File: src/rtl/riscv_pkg.sv
// Shared RISC-V pipeline definitions: datapath width, control bundle layout
// and the bubble constant. Consumed by id_ex_stage and its hazard detector.
package riscv_pkg;

  localparam int XLEN   = 32;
  localparam int CTRL_W = 8;

  // Control bundle bit positions
  localparam int REGWRITE  = 0;
  localparam int MEMTOREG  = 1;
  localparam int MEMREAD   = 2;
  localparam int MEMWRITE  = 3;
  localparam int ALUSRC    = 4;
  localparam int BRANCH    = 5;
  localparam int ALUOP_LSB = 6;
  localparam int ALUOP_MSB = 7;

  // Control bundle of an inserted bubble: writes nothing anywhere
  localparam logic [CTRL_W-1:0] CTRL_NOP = '0;

  typedef logic [4:0] reg_idx_t;

  // True when a WB write targets a real register that ID is reading
  function automatic logic wb_fwd_hit(input logic     wb_we,
                                      input reg_idx_t wb_rd,
                                      input reg_idx_t rd_idx);
    return wb_we && (wb_rd != '0) && (wb_rd == rd_idx);
  endfunction

endpackage

File: src/rtl/id_ex_stage_load_use_detect.sv
// Load-use hazard detector: flags an ID instruction that reads the
// destination of a load currently sitting in EX. x0 never creates a hazard.
module load_use_detect
  import riscv_pkg::*;
(
  input  logic     ex_valid_i,
  input  logic     ex_memread_i,
  input  reg_idx_t ex_rdaddr_i,
  input  logic     id_valid_i,
  input  reg_idx_t id_rs1addr_i,
  input  reg_idx_t id_rs2addr_i,
  input  logic     id_rs1_used_i,
  input  logic     id_rs2_used_i,
  output logic     load_use_o
);

  logic rs1_hit;
  logic rs2_hit;

  assign rs1_hit = id_rs1_used_i && (id_rs1addr_i == ex_rdaddr_i);
  assign rs2_hit = id_rs2_used_i && (id_rs2addr_i == ex_rdaddr_i);

  assign load_use_o = ex_valid_i && ex_memread_i && id_valid_i &&
                      (ex_rdaddr_i != '0) && (rs1_hit || rs2_hit);

endmodule

File: src/rtl/id_ex_stage.sv
// ID/EX pipeline register with load-use stall, branch flush, optional
// WB->ID bypass (enabled by defining ID_WB_BYPASS_EN) and a saturating
// stall-cycle counter. Latency is one cycle; there is no backpressure.
module id_ex_stage #(
  parameter int XLEN   = riscv_pkg::XLEN,
  parameter int CTRL_W = riscv_pkg::CTRL_W,
  parameter int CNT_W  = 32
) (
  input  logic              clk_i,
  input  logic              rst_ni,
  input  logic              id_valid_i,
  input  logic [XLEN-1:0]   id_pc_i,
  input  logic [4:0]        id_rs1addr_i,
  input  logic [4:0]        id_rs2addr_i,
  input  logic              id_rs1_used_i,
  input  logic              id_rs2_used_i,
  input  logic [4:0]        id_rdaddr_i,
  input  logic [XLEN-1:0]   id_rs1data_i,
  input  logic [XLEN-1:0]   id_rs2data_i,
  input  logic [XLEN-1:0]   id_imm_i,
  input  logic [CTRL_W-1:0] id_ctrl_i,
  input  logic              flush_i,
  input  logic              wb_regwrite_i,
  input  logic [4:0]        wb_rdaddr_i,
  input  logic [XLEN-1:0]   wb_rddata_i,
  output logic              stall_o,
  output logic              ex_valid_o,
  output logic [XLEN-1:0]   ex_pc_o,
  output logic [4:0]        ex_rs1addr_o,
  output logic [4:0]        ex_rs2addr_o,
  output logic [4:0]        ex_rdaddr_o,
  output logic [XLEN-1:0]   ex_rs1data_o,
  output logic [XLEN-1:0]   ex_rs2data_o,
  output logic [XLEN-1:0]   ex_imm_o,
  output logic [CTRL_W-1:0] ex_ctrl_o,
  output logic [CNT_W-1:0]  stall_cnt_o
);

  import riscv_pkg::*;

  typedef struct packed {
    logic              valid;
    logic [XLEN-1:0]   pc;
    logic [4:0]        rs1addr;
    logic [4:0]        rs2addr;
    logic [4:0]        rdaddr;
    logic [XLEN-1:0]   rs1data;
    logic [XLEN-1:0]   rs2data;
    logic [XLEN-1:0]   imm;
    logic [CTRL_W-1:0] ctrl;
  } ex_reg_t;

  localparam logic [CNT_W-1:0] CNT_ONE = CNT_W'(1);

  ex_reg_t          ex_q, ex_d;
  logic [CNT_W-1:0] cnt_q, cnt_d;
  logic             load_use;
  logic [XLEN-1:0]  rs1_fwd;
  logic [XLEN-1:0]  rs2_fwd;

  load_use_detect u_load_use_detect (
    .ex_valid_i    (ex_q.valid),
    .ex_memread_i  (ex_q.ctrl[MEMREAD]),
    .ex_rdaddr_i   (ex_q.rdaddr),
    .id_valid_i    (id_valid_i),
    .id_rs1addr_i  (id_rs1addr_i),
    .id_rs2addr_i  (id_rs2addr_i),
    .id_rs1_used_i (id_rs1_used_i),
    .id_rs2_used_i (id_rs2_used_i),
    .load_use_o    (load_use)
  );

  // A flush squashes the ID instruction, so holding the front end is pointless
  assign stall_o = load_use && !flush_i;

`ifdef ID_WB_BYPASS_EN
  // The register file commits at the same edge, so its read data is stale
  // whenever WB is writing the register ID reads this cycle.
  assign rs1_fwd = wb_fwd_hit(wb_regwrite_i, wb_rdaddr_i, id_rs1addr_i) ? wb_rddata_i : id_rs1data_i;
  assign rs2_fwd = wb_fwd_hit(wb_regwrite_i, wb_rdaddr_i, id_rs2addr_i) ? wb_rddata_i : id_rs2data_i;
`else
  logic unused_wb;
  assign unused_wb = ^{wb_regwrite_i, wb_rdaddr_i, wb_rddata_i};
  assign rs1_fwd   = id_rs1data_i;
  assign rs2_fwd   = id_rs2data_i;
`endif

  // Next EX contents: bubble on flush or load-use, otherwise capture ID
  always_comb begin
    ex_d = '0;
    if (!flush_i && !load_use) begin
      ex_d.valid   = id_valid_i;
      ex_d.pc      = id_pc_i;
      ex_d.rs1addr = id_rs1addr_i;
      ex_d.rs2addr = id_rs2addr_i;
      ex_d.rdaddr  = id_rdaddr_i;
      ex_d.rs1data = rs1_fwd;
      ex_d.rs2data = rs2_fwd;
      ex_d.imm     = id_imm_i;
      ex_d.ctrl    = id_valid_i ? id_ctrl_i : CTRL_NOP;
    end
  end

  // Stall counter advances on every stalled edge and sticks at all-ones
  always_comb begin
    cnt_d = cnt_q;
    if (stall_o && (cnt_q != '1)) cnt_d = cnt_q + CNT_ONE;
  end

  // Pipeline register and counter state
  always_ff @(posedge clk_i) begin
    if (!rst_ni) begin
      ex_q  <= '0;
      cnt_q <= '0;
    end else begin
      ex_q  <= ex_d;
      cnt_q <= cnt_d;
    end
  end

  assign ex_valid_o   = ex_q.valid;
  assign ex_pc_o      = ex_q.pc;
  assign ex_rs1addr_o = ex_q.rs1addr;
  assign ex_rs2addr_o = ex_q.rs2addr;
  assign ex_rdaddr_o  = ex_q.rdaddr;
  assign ex_rs1data_o = ex_q.rs1data;
  assign ex_rs2data_o = ex_q.rs2data;
  assign ex_imm_o     = ex_q.imm;
  assign ex_ctrl_o    = ex_q.ctrl;
  assign stall_cnt_o  = cnt_q;

endmodule

File: config.mk
export PLATFORM = sky130hd
export DESIGN_NAME = id_ex_stage
export DESIGN_NICKNAME = d
export VERILOG_FILES = /design/src/rtl/riscv_pkg.sv /design/src/rtl/id_ex_stage_load_use_detect.sv /design/src/rtl/id_ex_stage.sv
export SDC_FILE = /design/constraint.sdc
export NUM_CORES = 1
export LEC_CHECK = 0
export ABC_AREA = 1
export BUFFER_PORTS_ARGS = -buffer_cell sky130_fd_sc_hd__buf_4
export CAP_MARGIN = 20
export CORE_AREA = 2 2 149 151
export CTS_CLUSTER_DIAMETER = 80
export CTS_CLUSTER_SIZE = 24
export DETAILED_ROUTE_END_ITERATION = 10
export DIE_AREA = 0 0 151 153
export SLEW_MARGIN = 10
export SYNTH_ARGS = -nofsm -noshare
export SYNTH_HDL_FRONTEND = slang
export SYNTH_SLANG_ARGS = --single-unit
File: constraint.sdc
create_clock -name clk_i -period 3.6 [get_ports clk_i]
set_input_delay 0.36 -clock clk_i [delete_from_list [all_inputs] [get_ports clk_i]]
set_output_delay 0.36 -clock clk_i [all_outputs]
set_load 0.005 [all_outputs]
* Yosys cells after proc, flatten, opt, wreduce, memory -nomap -nowiden
Index checks and enable logic that the tools add are counted.
** Word-level totals
- Register bits :: 184
- Word-level logic and storage cells :: 29
** Cells by class
- Add/sub/neg operators :: 1
- Eq/ne operators :: 3
- Reduce and logical (&&, ||, !) cells :: 15
** Operators with widths (count)
- $add 32x1->32 const B :: 1
- $ne 32x32->1 const B :: 1
- $eq 5x5->1 :: 2
- $logic_and 1x1->1 :: 9
- $reduce_bool 5->1 :: 1
- $reduce_and 3->1 :: 1
- $logic_not 1->1 :: 2
- $reduce_and 2->1 :: 1
- $logic_or 1x1->1 :: 1

* Logic depth before layout (Yosys ltp)
- Depth in word-level cells :: 7
- Mapped depth :: 12
- Gate-level depth less buffers :: 11

* By module
Synthesis repeated with hierarchy kept, for this count alone.
** Unflattened totals
- Cell total of the unflattened synthesis :: 860
- Area total of the unflattened synthesis :: 6480.0 µm²
** By module, submodules not included
- id_ex_stage :: times used 1, cells an instance 805, area each 6261.0 µm²
- load_use_detect :: times used 1, cells an instance 55, area each 219.0 µm²

* Worst setup path before layout
No wires, ideal clock.
- Path kind :: flip-flop to flip-flop
- From :: reg cnt_q[0] (netlist: stall_cnt_o[0])
- To :: reg cnt_q[5] (netlist: stall_cnt_o[5])
- Library setup time :: 113 ps
- Arrival :: 1592 ps
- Path slack :: 1895 ps
- Stages on the path, launching flop included :: 13
- Path buffers :: 2
- Clock period less this slack :: 1705 ps
- Cell sequence :: dfxtp_1 -> ha_1 -> nand2_1 -> nor2_4 -> nand2_2 -> nor2_4 -> nand2_2 -> nand4_2 -> buf_6 -> buf_6 -> nand2_1 -> nand2_1 -> nor2_1
** Between the ends
- Longest elaborated chain between the ends :: 2
- Elaborated cells between the ends (all ways) :: 3
- Those cells by class :: 1 x add/sub; 1 x eq/ne; 1 x reduce/logical
** RTL lines
- start: declaration :: RTL line id_ex_stage.sv:56 : logic [CNT_W-1:0] cnt_q, cnt_d;
- start signal: assignment :: RTL line id_ex_stage.sv:117 : cnt_q <= cnt_d;
- parallel branches: the longest is 2 deep, another holds $add 32x1->32
Several ways; the timed one is not identified.
A chain may end at the register's enable or synchronous reset.

* Worst setup path in the final report
- From :: reg cnt_q[0] (netlist: stall_cnt_o[0])
- To :: reg cnt_q[14] (netlist: stall_cnt_o[14])
The elaborated chain is that of the path after synthesis.

==> impl_metrics.env <==
export IMPL_synth_top_family_by_area="simple AND/OR/NAND/NOR gates"
export IMPL_synthMuxAreaShare=0
export IMPL_ant_nets=0
export IMPL_die_h_um=153
export IMPL_cts_tree="yes"
export IMPL_crit_fanout=56
export IMPL_peakVddDrop_uv=425.0
export IMPL_slew_headroom=0.5721
export IMPL_end_kind="flop"
export IMPL_numClockSinks=184
export IMPL_holdBufCountCts=0
export IMPL_cts_root_buf="clkbuf_16"
export IMPL_syn_num_nets=1105
export IMPL_ys_warn_count=0
export IMPL_antenna_found_initial=0
export IMPL_setup_violations=0
export IMPL_port_buffers=341
export IMPL_drt_first_pass_iters=4
export IMPL_status="finished, final reports clean"
export IMPL_final_cell_area_sq_um=10110
export IMPL_setup_ws_ns=1.349
export IMPL_grt_pass1_vias=6023
export IMPL_drv_slew=0
export IMPL_rows=54
export IMPL_viasPerCell=4.059
export IMPL_cts_setup_buffers=0
export IMPL_synthCells=909
export IMPL_netlist_area_sq_um=6709
export IMPL_critPathTopFamily="simple AND/OR/NAND/NOR gates"
export IMPL_io_pins=380
export IMPL_grt_first_pass_wirelength_um=31310
export IMPL_drt_initial_drc_count=232
export IMPL_grt_max_degree=66
export IMPL_globalplace_congestion=0.8422
export IMPL_multi_input_area_sq_um=2078
export IMPL_cp_arrival_ns=2.57
export IMPL_fmax_mhz=444.3
export IMPL_hold_class="in -> reg"
export IMPL_clock_path_buffers=2
export IMPL_initial_core_util=0.3123
export IMPL_seq_area_frac_synth=0.5490
export IMPL_rsz0062_at_grt="false"
export IMPL_total_power_mw=4.406
export IMPL_area_delta_synth_final_pct=50.69
export IMPL_fill_cells=2200
export IMPL_instances_no_fill=1539
export IMPL_maxCapViolCount=0
export IMPL_synth_xor_area_share=0.02872
export IMPL_wl_per_cell_um=13.66
export IMPL_synth_distinct_cells=25
export IMPL_htreeDepth=4
export IMPL_drc=0
export IMPL_dpl_cell_area_sq_um=9503
export IMPL_dp_hpwl_um=16550
export IMPL_final_nets=1443
export IMPL_tightest_slew_ns=0.6418
export IMPL_synth_edf_count=0
export IMPL_clk_insertion_delay_late_ns=0.43
export IMPL_crit_buf_inv=2
export IMPL_synth_main_ff_cell="dfxtp_1"
export IMPL_whs_ns=0.1347
export IMPL_fp_dieArea_sq_um=23100
export IMPL_cpMaxStageDelayCell="buf_4"
export IMPL_dpl_cell_count=1508
export IMPL_crit_path_max_incr_delay_ns=0.49
export IMPL_fin_util=0.4705
export IMPL_num_vias=6247
export IMPL_synth_fa_ha_area_frac=0.001865
export IMPL_p_seq_frac=0.481
export IMPL_min_period_ns=2.251
export IMPL_clkPwrFrac=0.435
export IMPL_pwr_share_comb=0.083
export IMPL_leakagePower_nw=5.572
export IMPL_coreArea_sq_um=21490
export IMPL_synthSimpleGateAreaFrac=0.2691
export IMPL_synthArstFlopShare=0
export IMPL_post_route_period_util=0.6252
export IMPL_numCtsBuffers=17
export IMPL_cts_clk_slew_worst_paths_ns=0.08
export IMPL_path_cells="ha_1 > nand2_1 > nor2_4 > nand2_2 > nor2_4 > nand2_2 > nand4_2 > buf_4 > nand2_1 > inv_1 > nor2_2"
export IMPL_synth_seq_cells=184
export IMPL_p_int_mw=3.320
export IMPL_avgSynthCellArea_sq_um=7.381
export IMPL_register_area_sq_um=3684
export IMPL_setup_worst_path_start="stall_cnt_o[0]$_SDFFE_PN0P_"
export IMPL_die_width_um=151
export IMPL_crit_type="reg -> reg"
export IMPL_tns_ns=0
export IMPL_startpoint_type="flop"
export IMPL_final_layout_size_suffix_gt1_frac=0.3177
export IMPL_grt_overflow=0
export IMPL_netSwitchingFraction=0.2466
export IMPL_p_switching_mw=1.087
export IMPL_track_usage=0.1790
export IMPL_cp_data_required_time_ns=3.92
export IMPL_r2r_start="stall_cnt_o[0]$_SDFFE_PN0P_"
export IMPL_pre_cts_ws_ns=1.251
export IMPL_antenna_cells=0
export IMPL_finClkSkew_ns=0.01591
export IMPL_cts_resized=0
export IMPL_powerDensity_nw_per_um2=435.9
export IMPL_synth_compound_area_frac=0.008952
export IMPL_hold_viol_final=0
export IMPL_drt_total_wl_um=21020
export IMPL_hold_start="id_rdaddr_i[0]"
-- cell families (layout without fill, tap and decap cells) --
group | Yosys count | count (layout)
AND/OR/NAND/NOR | 456 | 456
buffers and inverters | 237 | 587
flip-flops | 184 | 184
XOR/XNOR | 22 | 22
AO/OA/AOI/OAI | 9 | 9
adder cells (fa/ha/maj) | 1 | 1
-- worst register-to-register path, cell delays in order (launching register included) --
cell     delay [ns]
dfxtp_1        0.44
ha_1           0.22
nand2_1        0.11
nor2_4         0.21
nand2_2        0.13
nor2_4         0.15
nand2_2        0.07
nand4_2        0.08
buf_4          0.49
nand2_1        0.13
inv_1          0.09
nor2_2         0.04
-- synthesized netlist by cell type, types with 2 or more instances --
library cell  count  area [sq um]
nor2_1          247         927.1
nor2_4            3         33.78
nand2_2           3         18.77
buf_4             2         15.01
a21oi_1           2         10.01
nand3_1          11         55.05
nor2_2            7         43.79
clkinv_1          2         7.510
nor3_1            8         40.04
o21ai_0           2         10.01
inv_1           204         765.7
buf_2            16         80.08
buf_1             2         7.510
buf_6             5         56.30
o21ai_2           4         35.03
nand2_1         172         645.6
xor2_1           22         192.7
nand4_1           2         12.51
dfxtp_1         184          3684
inv_2             6         22.52
-- area by class of cell --
class / instances / area share
timing repair buffer: 344 / 0.2567
tap: 280 / 0.03465
multi-input combinational: 488 / 0.2056
clock inverter: 14 / 0.01795
clock buffer: 17 / 0.04208
sequential: 184 / 0.3644
inverter: 212 / 0.07871
-- per-layer routing --
layer  vias up  GRT usage  share of wire
li1       3236          -              -
met1      2747     0.1938           0.39
met2       222     0.3214           0.49
met3        42    0.05134          0.082
met4         0    0.07788          0.031
met5         -          0              0
-- power groups by stage --
stage | Sequential [mW] | Clock, mW | Combinational (mW)
after global routing | 2.13 | 2.06 | 0.410
after floorplan | 2.18 | 0 | 0.0993
after CTS | 2.12 | 1.98 | 0.376
after detailed placement | 2.17 | 0 | 0.374
after global placement | 2.17 | 0 | 0.371
final | 2.12 | 1.92 | 0.368
-- state kept, by name (all words and copies together), names as in the netlist --
register	count
ex_rs2addr_o	5
ex_rs2data_o	32
ex_ctrl_o	8
ex_imm_o	32
ex_rdaddr_o	5
ex_rs1addr_o	5
ex_valid_o	1
stall_cnt_o	32
ex_rs1data_o	32
ex_pc_o	32
-- path summary, 6_finish.rpt --
check	to	slack, ns	cells after the start
min	ex_rdaddr_o[0]$_SDFF_PN0_	0.13	3
max	stall_cnt_o[14]$_SDFFE_PN0P_	1.35	11
max reg2reg	stall_cnt_o[14]$_SDFFE_PN0P_	1.35	11
min reg2reg	stall_cnt_o[24]$_SDFFE_PN0P_	0.56	2
-- placed cells by master, fill, tap and decap left out, drive strengths merged --
cell type / netlist / routed
buf: 25 / 344
nor2: 257 / 257
inv: 210 / 217
dfxtp: 184 / 184
nand2: 175 / 175
xor2: 22 / 22
clkbuf: 0 / 17
nand3: 12 / 12
nor3: 8 / 8
o21ai: 7 / 7
clkinv: 2 / 6
nand4: 3 / 3
a21oi: 2 / 2
clkinvlp: 0 / 2
and3: 1 / 1
ha: 1 / 1
bufinv: 0 / 1
Power figures use the tool's default switching activity.
